==> src/rtl/fios_result_collector_if.sv <==
// Result-collector bus: capture port from the last FIOS PE plus the valid/ready output stream.
// Signal suffixes are relative to the collector (the collector modport).
interface fios_result_collector_if #(
  parameter int WORD_WIDTH = 17
);
  logic                  res_valid_i;
  logic [WORD_WIDTH-1:0] res_word_i;
  logic                  res_carry_i;
  logic [WORD_WIDTH-1:0] p_word_i;
  logic                  in_ready_o;
  logic                  out_valid_o;
  logic                  out_ready_i;
  logic [WORD_WIDTH-1:0] out_word_o;
  logic                  out_last_o;
  logic                  out_carry_o;

  modport collector (
    input  res_valid_i, res_word_i, res_carry_i, p_word_i, out_ready_i,
    output in_ready_o, out_valid_o, out_word_o, out_last_o, out_carry_o
  );

  modport host (
    output res_valid_i, res_word_i, res_carry_i, p_word_i, out_ready_i,
    input  in_ready_o, out_valid_o, out_word_o, out_last_o, out_carry_o
  );
endinterface

==> src/rtl/fios_result_collector.sv <==
// Captures the FIOS PE chain result words, optionally applies the final T - p subtraction
// (macro FIOS_RC_FINAL_SUB_EN) and streams the result LSW first over valid/ready.
module fios_result_collector #(
  parameter int WORD_WIDTH = 17,
  parameter int WORD_COUNT = 16
) (
  input  logic                       clock_i,
  input  logic                       reset_n_i,
  fios_result_collector_if.collector bus,
  output logic                       busy_o,
  output logic                       err_overflow_o
);
  localparam int IDX_W = (WORD_COUNT > 1) ? $clog2(WORD_COUNT) : 1;
  localparam logic [IDX_W-1:0] LAST_IDX = IDX_W'(WORD_COUNT - 1);

`ifdef FIOS_RC_FINAL_SUB_EN
  typedef enum logic [1:0] {S_IDLE = 2'd0, S_COLLECT = 2'd1, S_DECIDE = 2'd2, S_DRAIN = 2'd3} state_e;
`else
  typedef enum logic [1:0] {S_IDLE = 2'd0, S_COLLECT = 2'd1, S_DRAIN = 2'd3} state_e;
`endif

  state_e                state_q, state_d;
  logic [IDX_W-1:0]      in_idx_q, in_idx_d;
  logic [IDX_W-1:0]      out_idx_q, out_idx_d;
  logic                  carry_q, carry_d;
  logic                  err_q, err_d;
  logic [WORD_WIDTH-1:0] t_buf_q [WORD_COUNT];
  logic                  in_ready;
  logic                  store_en;
  logic                  drain;
  logic [WORD_WIDTH-1:0] out_word;

  assign in_ready = (state_q == S_IDLE) || (state_q == S_COLLECT);
  assign store_en = bus.res_valid_i & in_ready;
  assign drain    = (state_q == S_DRAIN);

`ifdef FIOS_RC_FINAL_SUB_EN
  logic                  borrow_q, borrow_d;
  logic                  borrow_in;
  logic                  sel_diff;
  logic [WORD_WIDTH:0]   diff;
  logic [WORD_WIDTH-1:0] d_buf_q [WORD_COUNT];

  // Word 0 starts a fresh borrow chain; the MSB of the widened difference is the borrow out.
  assign borrow_in = (state_q == S_IDLE) ? 1'b0 : borrow_q;
  assign diff      = {1'b0, bus.res_word_i} - {1'b0, bus.p_word_i} - (WORD_WIDTH + 1)'(borrow_in);
  // {carry,T} >= {0,p} unless the chain borrowed with no carry to absorb it.
  assign sel_diff  = ~(borrow_q & ~carry_q);
  assign out_word  = sel_diff ? d_buf_q[out_idx_q] : t_buf_q[out_idx_q];
  assign bus.out_carry_o = 1'b0;
`else
  logic unused_p;
  assign unused_p = ^bus.p_word_i;
  assign out_word = t_buf_q[out_idx_q];
  assign bus.out_carry_o = drain & carry_q;
`endif

  assign bus.in_ready_o  = in_ready;
  assign bus.out_valid_o = drain;
  assign bus.out_word_o  = drain ? out_word : '0;
  assign bus.out_last_o  = drain & (out_idx_q == LAST_IDX);
  assign busy_o          = (state_q != S_IDLE);
  assign err_overflow_o  = err_q;

  always_comb begin
    state_d   = state_q;
    in_idx_d  = in_idx_q;
    out_idx_d = out_idx_q;
    carry_d   = carry_q;
    err_d     = err_q | (bus.res_valid_i & ~in_ready);
`ifdef FIOS_RC_FINAL_SUB_EN
    borrow_d  = borrow_q;
`endif
    case (state_q)
      S_IDLE, S_COLLECT: begin
        if (bus.res_valid_i) begin
          state_d = S_COLLECT;
`ifdef FIOS_RC_FINAL_SUB_EN
          borrow_d = diff[WORD_WIDTH];
`endif
          if (in_idx_q == LAST_IDX) begin
            in_idx_d = '0;
            carry_d  = bus.res_carry_i;
`ifdef FIOS_RC_FINAL_SUB_EN
            state_d  = S_DECIDE;
`else
            state_d  = S_DRAIN;
`endif
          end else begin
            in_idx_d = in_idx_q + IDX_W'(1);
          end
        end
      end
`ifdef FIOS_RC_FINAL_SUB_EN
      S_DECIDE: state_d = S_DRAIN;
`endif
      S_DRAIN: begin
        if (bus.out_ready_i) begin
          if (out_idx_q == LAST_IDX) begin
            out_idx_d = '0;
            state_d   = S_IDLE;
          end else begin
            out_idx_d = out_idx_q + IDX_W'(1);
          end
        end
      end
      default: state_d = S_IDLE;
    endcase
  end

  always_ff @(posedge clock_i or negedge reset_n_i) begin
    if (!reset_n_i) begin
      state_q   <= S_IDLE;
      in_idx_q  <= '0;
      out_idx_q <= '0;
      carry_q   <= 1'b0;
      err_q     <= 1'b0;
`ifdef FIOS_RC_FINAL_SUB_EN
      borrow_q  <= 1'b0;
`endif
    end else begin
      state_q   <= state_d;
      in_idx_q  <= in_idx_d;
      out_idx_q <= out_idx_d;
      carry_q   <= carry_d;
      err_q     <= err_d;
`ifdef FIOS_RC_FINAL_SUB_EN
      borrow_q  <= borrow_d;
`endif
    end
  end

  // Word buffers hold data only and are never reset.
  always_ff @(posedge clock_i) begin
    if (store_en) begin
      t_buf_q[in_idx_q] <= bus.res_word_i;
`ifdef FIOS_RC_FINAL_SUB_EN
      d_buf_q[in_idx_q] <= diff[WORD_WIDTH-1:0];
`endif
    end
  end
endmodule

==> src/flat_wrapper.sv <==
// flat-port wrapper written by rule: the top's interface ports become plain ports
module fios_result_collector_flat 
#(
  parameter int WORD_WIDTH = 17,
  parameter int WORD_COUNT = 16
)
  (clock_i, reset_n_i, busy_o, err_overflow_o, bus_res_valid_i, bus_res_word_i, bus_res_carry_i, bus_p_word_i, bus_out_ready_i, bus_in_ready_o, bus_out_valid_o, bus_out_word_o, bus_out_last_o, bus_out_carry_o);
  fios_result_collector_if #(.WORD_WIDTH(WORD_WIDTH)) bus_i ();
  input  logic clock_i;
  input  logic reset_n_i;
  output logic busy_o;
  output logic err_overflow_o;
  input wire logic [$bits(bus_i.res_valid_i)-1:0] bus_res_valid_i;
  input wire logic [$bits(bus_i.res_word_i)-1:0] bus_res_word_i;
  input wire logic [$bits(bus_i.res_carry_i)-1:0] bus_res_carry_i;
  input wire logic [$bits(bus_i.p_word_i)-1:0] bus_p_word_i;
  input wire logic [$bits(bus_i.out_ready_i)-1:0] bus_out_ready_i;
  output wire logic [$bits(bus_i.in_ready_o)-1:0] bus_in_ready_o;
  output wire logic [$bits(bus_i.out_valid_o)-1:0] bus_out_valid_o;
  output wire logic [$bits(bus_i.out_word_o)-1:0] bus_out_word_o;
  output wire logic [$bits(bus_i.out_last_o)-1:0] bus_out_last_o;
  output wire logic [$bits(bus_i.out_carry_o)-1:0] bus_out_carry_o;
  assign bus_i.res_valid_i = bus_res_valid_i;
  assign bus_i.res_word_i = bus_res_word_i;
  assign bus_i.res_carry_i = bus_res_carry_i;
  assign bus_i.p_word_i = bus_p_word_i;
  assign bus_i.out_ready_i = bus_out_ready_i;
  assign bus_in_ready_o = bus_i.in_ready_o;
  assign bus_out_valid_o = bus_i.out_valid_o;
  assign bus_out_word_o = bus_i.out_word_o;
  assign bus_out_last_o = bus_i.out_last_o;
  assign bus_out_carry_o = bus_i.out_carry_o;
  fios_result_collector #(.WORD_WIDTH(WORD_WIDTH), .WORD_COUNT(WORD_COUNT)) u_core (.clock_i(clock_i), .reset_n_i(reset_n_i), .bus(bus_i), .busy_o(busy_o), .err_overflow_o(err_overflow_o));
endmodule
==> config.mk <==
export PLATFORM = sky130hd
export DESIGN_NAME = fios_result_collector_flat
export DESIGN_NICKNAME = d
export VERILOG_FILES = /design/src/rtl/fios_result_collector_if.sv /design/src/rtl/fios_result_collector.sv /design/src/flat_wrapper.sv
export SDC_FILE = /design/constraint.sdc
export NUM_CORES = 1
export LEC_CHECK = 0
export ABC_AREA = 1
export CAP_MARGIN = 20
export CORE_MARGIN = 2
export CORE_UTILIZATION = 45
export DETAILED_ROUTE_END_ITERATION = 8
export PLACE_DENSITY_LB_ADDON = 0.25
export SLEW_MARGIN = 20
export SYNTH_ARGS = -nofsm -noshare
export SYNTH_HDL_FRONTEND = slang
export SYNTH_SLANG_ARGS = --single-unit
==> constraint.sdc <==
create_clock -name clock_i -period 1.85 [get_ports clock_i]
set_input_delay 0.2775 -clock clock_i [delete_from_list [all_inputs] [get_ports clock_i]]
set_output_delay 0.2775 -clock clock_i [all_outputs]
set_load 0.02 [all_outputs]
* Word level (Yosys, flattened, before mapping)
Memories as Yosys holds them, arrays and structs flattened.
Cells that the tools add are included.
Widths: inputs -> output; s select.
** Word-level totals
- Memories kept :: 1
- Input port bits :: 39
- RAM bits :: 272
- Bits in registers :: 12
- Word-level logic and storage cells :: 39
- Bits in latches :: 0
- ROM bits :: 0
** Memories
- u_core.t_buf_q :: depth 16, bits a word 17, read ports 1, clocked after memory_dff 0, wr ports 1, line fios_result_collector.sv:27 : logic [WORD_WIDTH-1:0] t_buf_q [WORD_COUNT];
** Cells by class
- Shift operators :: 0
- Add/sub/neg operators :: 2
- Multiply operators :: 0
- Divide/modulo/power cells :: 0
- Reductions and logical operators :: 8
- Multiplexer cells :: 10
- Bitwise operators :: 6
- Equal/unequal tests :: 7
- $lt $le $gt $ge :: 0
** Operators with widths (count)
- $mux 17 :: 1
- $add 4x1->4 const B :: 2
- $eq 4x4->1 const B :: 2
- $mux 2 :: 4
- $mux 4 :: 2
- $ne 2x2->1 const B :: 3
- $reduce_and 3->1 :: 2
- $and 1x1->1 :: 4
- $pmux 2 s2 :: 1
- $reduce_and 2->1 :: 2
- $eq 2x1->1 const B :: 1
- $eq 2x2->1 const B :: 1
- $logic_not 2->1 :: 1
- $mux 1 :: 2
- $reduce_bool 2->1 :: 1
- $reduce_or 2->1 :: 1
- $logic_or 1x1->1 :: 1
- $not 1->1 :: 1
- $or 1x1->1 :: 1

* Depth between registers and ports, before layout
- Depth in word-level cells :: 5
- Mapped depth :: 10
- Depth with buffers taken out :: 8

* Least setup slack after synthesis
OpenSTA, ideal clock, no wires.
- Path type :: register to register
- Start :: register u_core.state_q[1]
- End :: memory u_core.t_buf_q[0][0], enable pin
- Stages on the path, launching flop included :: 6
- Data arrival time :: 1.736 ns
- Path slack :: -0.277 ns
- Buffers on the path :: 0
- Data required time :: 1.460 ns
- Period minus slack after synthesis :: 2.127 ns
- Path through :: dfrtp_1 > inv_1 > nand2_1 > inv_1 > nand2_1 > nor2_1
** On the way
- Longest elaborated chain between the ends :: 5
- Elaborated cells between the ends (all ways) :: 6
** Ends and longest elaborated chain
- start: declaration :: line fios_result_collector.sv:22 : state_e state_q, state_d;
- start signal: assignment :: line fios_result_collector.sv:122 : state_q <= state_d;
- $eq 2x1->1 / $logic_not 2->1 (equally long branches) :: line fios_result_collector.sv:33 : assign in_ready = (state_q == S_IDLE) || (state_q == S_COLLECT);
- $logic_or 1x1->1 * :: line fios_result_collector.sv:33
- via bus_in_ready_o :: line flat_wrapper.sv:18 : output wire logic [$bits(bus_i.in_ready_o)-1:0] bus_in_ready_o;
- $and 1x1->1 * :: line fios_result_collector.sv:34 : assign store_en = bus.res_valid_i & in_ready;
- $mux 1 * :: line fios_result_collector.sv:135 : if (store_en) begin
- $mux 1 (implied by the code) * :: line fios_result_collector.sv:136 : t_buf_q[in_idx_q] <= bus.res_word_i;
- end: declaration :: line fios_result_collector.sv:27
The timed path passes the listed nets; every way through them passes the cells marked *.

* Final worst setup path
- Start :: register u_core.out_idx_q[0]
- End :: output bus_out_word_o[14]
** On the way
- Longest elaborated chain between the ends :: 2
** Ends and longest elaborated chain
- start: declaration :: line fios_result_collector.sv:24 : logic [IDX_W-1:0] out_idx_q, out_idx_d;
- start signal: assignment :: line fios_result_collector.sv:124 : out_idx_q <= out_idx_d;
- $mem_v2 16x17
- $mux 17 :: line fios_result_collector.sv:60 : assign bus.out_word_o = drain ? out_word : '0;
- end: declaration :: line flat_wrapper.sv:20 : output wire logic [$bits(bus_i.out_word_o)-1:0] bus_out_word_o;
Every way passes these cells.

==> metrics.md <==
| Metric | Value |
|---|---|
| Congestion Overflow GR | 0 |
| Net Switching | 8740 uW |
| LEAKAGE | 0.00689 uW |
| Status | finished with violations |
| Largest cells by area after synthesis | edfxtp_1, nand2_1, inv_1 |
| Worst slew pin tran | 0.654 ns |
| Sw Ratio | 35.7% |
| Worst Path Max Fanout | 5 |
| Num rows | 60 |
| # DRC | 0 |
| IO Pins | 62 |
| Total track usage | 21.9% |
| Number of diodes | 0 |
| Synth cell types | 23 |
| Critical path's most frequent cell | nand2_1 |
| Pint | 15700 uW |
| Ys Warns | 0 |
| Synth Flop Type | edfxtp_1 |
| Vias per cell | 4.97 |
| Pre-antenna DRT Iters | 7 |
| Root Buffer | clkbuf_16 |
| Peak supply drop | 0.909 mV |
| Core ar. | 27000 um2 |
| Routability Congestion | 0.818 |
| Pwr Density | 1520 nW/um2 |
| Reg area | 8470 um2 |
| Syn avg cell area | 10.2 um2 |
| Failing checks | negative setup slack |
| Min Tclk post-route | 2.51 ns |
| Worst path cell trace | buf_12 > buf_16 > nand2_1 > nand3_2 > nand2_2 > nand2_1 > nand2_1 > inv_2 > a21oi_4 > buf_6 |
| Worst flop-to-flop path endpoint | u_core.t_buf_q[12][13] |
| Register area share after synthesis | 68.4% |
| Critical path class | reg2out |
| CTS Sinks | 284 |
| CP arrival | 2.23 ns |
| Final Core Density | 59.7% |
| Top-count cell post-synth | nand2_1 |
| Die height | 170 um |
| Reg2reg start | u_core.state_q[1] |
| Initial cell density of the core | 45.8% |
| Fin area | 16100 um2 |
| Final hold slack | 0.114 ns |
| Highest clock rate | 399 MHz |
| Reg2Reg Depth | 8 |
| WP data required | 1.57 ns |
| Register-to-register setup slack | 0.11 ns |
| Clock Power Share | 24.6% |
| Post-DP Area | 14300 um2 |
| Max Cap Viol | 0 |
| PortBufs | 44 |
| DR WL/cell | 18.5 um |
| Final hold vios | 0 |
| Hpwl dp | 18400 um |
| Netlist Area Pre-Place | 12400 um2 |
| Critical path startpoint category | flop |
| RSZ-0062 raised after global routing | true |
| H-tree levels | 1 |
| Most instantiated cells after synthesis | nand2_1, edfxtp_1, inv_1 |
| First-pass GRT wire length | 47300 um |
| Post-Place Setup Slack | -0.515 ns |
| Vias in the first global route | 7947 |
| Synthesized flop and latch total | 284 |
| Placed cells | 1644 |
| Slowest-stage cell, CP | dfrtp_4 |
| Chip width | 170 um |
| Area Overhead vs Synth | 30.2% |
| Final setup viols | 18 |
| Final non-filler cell total | 1719 |
| Initial antenna violation count | 2 |
| Area of the multi-input gates | 3400 um2 |
| Worst skew pair latency | 0.56 ns |
| Layout cells sized above 1 | 22.6% |
| Slew margin rel. | 56.3% |
| Final WS setup | -0.657 ns |
| CP max stage delay | 0.55 ns |
| CP Capture Type | primary output |
| Fill cells | 2147 |
| Routed via count | 8541 |
| Post-DRT Antenna Nets | 0 |
| Sequential share of power | 32.2% |
| Final WL | 31700 um |
| CTS clock-pin slew for the worst setup and hold paths | 0.06 ns |
| Max-slew violations | 0 |
| Post-Synthesis Cells | 1220 |
| Maximum number of pins on one net before global-route repair | 33 |
| Post-synth EDFFs | 272 |
| # nets final | 1399 |
| Hold Path Class | in2async |
| Die area | 28900 um2 |
| CTS Hold Bufs | 0 |
| Crit path max-delay family | flip-flops |
| First DRT Iteration DRCs | 666 |
| Worst Skew | 0.0101 ns |
| Fin crit share | 136% |
| CTS tree | built |
| Clock Tree Buf Depth | 3 |
| Bufs and invs on worst path | 4 |
| Async SR Flop Fraction | 4.23% |
| Top cell type's share of synthesized area | 65.9% |
| CTS Buf Count | 31 |
| Syn_nets | 1264 |
| Leading area contributor after synthesis | edfxtp_1 |
| Part of the power in combinational logic | 43.2% |
==> kinds of logic after synthesis <==
logic type | synth area share, %
AOI/OAI and AO/OA | 1.64
xor gates and xnor gates | 0.212
adders and majority gates | 0.505
buffers and inverters | 8.45
DFF | 68.4
and+or+nand+nor | 20.8
==> power by group through the flow <==
stage	registers [uW]	clock network, uW	logic (uW)
after floorplan	7930	0	4850
after global placement	7990	0	8550
after detailed placement	8000	0	8610
after CTS	7890	6110	9820
after global routing	7940	6350	11400
final	7900	6020	10600
==> sequential cells by signal, summed over array words and instances, names as in the netlist <==
signal / count
u_core.state_q: 2
u_core.t_buf_q: 272
u_core.in_idx_q: 4
u_core.err_overflow_o: 1
u_core.carry_q: 1
u_core.out_idx_q: 4
==> worst max path at each step <==
stage / start / end / cells after the start
CTS: u_core.out_idx_q[0] / bus_out_word_o[11] / 12
global route: u_core.out_idx_q[0] / bus_out_word_o[14] / 10
global placement: u_core.out_idx_q[0] / bus_out_word_o[7] / 9
floorplan: u_core.state_q[1] / u_core.t_buf_q[11][0] / 5
finish: u_core.out_idx_q[0] / bus_out_word_o[14] / 10
detailed placement: u_core.out_idx_q[0] / bus_out_word_o[7] / 9
==> area by class of cell <==
class,instances,area share (%)
multi-input combinational,676,21.1
clock buffer,36,4.93
clock inverter,20,1.22
timing repair buffer,155,12.6
inverter,207,4.90
tap,341,2.65
sequential,284,52.5
==> through the flow <==
stage	TNS [ns]	total power, uW
2_1_floorplan	-20.24	12800
3_3_place_gp	-21.71	16500
3_5_place_dp	-20.40	16600
4_1_cts	-10.33	23800
5_1_grt	-11.84	25700
6_report	-10.15	24500
==> repair_timing <==
action | CTS | global route
gates cloned | 6 | 2
buffers inserted | 8 | 3
endpoints found under the hold margin | 0 | 0
setup endpoints to repair | 22 | 66
gates resized for setup | 167 | 88
pin swaps | 33 | 41
==> layout by cell type (no fill, tap or decap), types with 2 or more instances in the layout <==
| master | count |
|---|---|
| buf_4 | 49 |
| clkbuf_16 | 33 |
| buf_8 | 2 |
| edfxtp_1 | 272 |
| buf_6 | 26 |
| nand2_4 | 8 |
| inv_2 | 16 |
| buf_12 | 44 |
| buf_16 | 6 |
| nor2_4 | 12 |
| dlygate4sd2_1 | 2 |
| inv_1 | 189 |
| clkinv_2 | 7 |
| clkinvlp_4 | 2 |
| nand2_2 | 34 |
| bufinv_16 | 4 |
| xor2_1 | 3 |
| nor2_1 | 7 |
| a21oi_4 | 9 |
| ha_1 | 4 |
| nand2_1 | 433 |
| clkbuf_1 | 5 |
| a21oi_1 | 2 |
| clkinv_1 | 8 |
| nor2_2 | 7 |
| dfrtp_1 | 10 |
| nand3_2 | 39 |
| o21ai_0 | 6 |
| a21oi_2 | 8 |
| nand3_1 | 99 |
| clkdlybuf4s50_1 | 22 |
==> layer usage <==
metal / GRT usage (%) / up-vias / share of wire [%]
li1: - / 4164 / -
met1: 29.6 / 4044 / 42
met2: 36.8 / 265 / 48
met3: 3.91 / 64 / 6.7
met4: 6.02 / 4 / 2.8
met5: 0 / - / 0.069
Power figures use the tool's default switching activity.
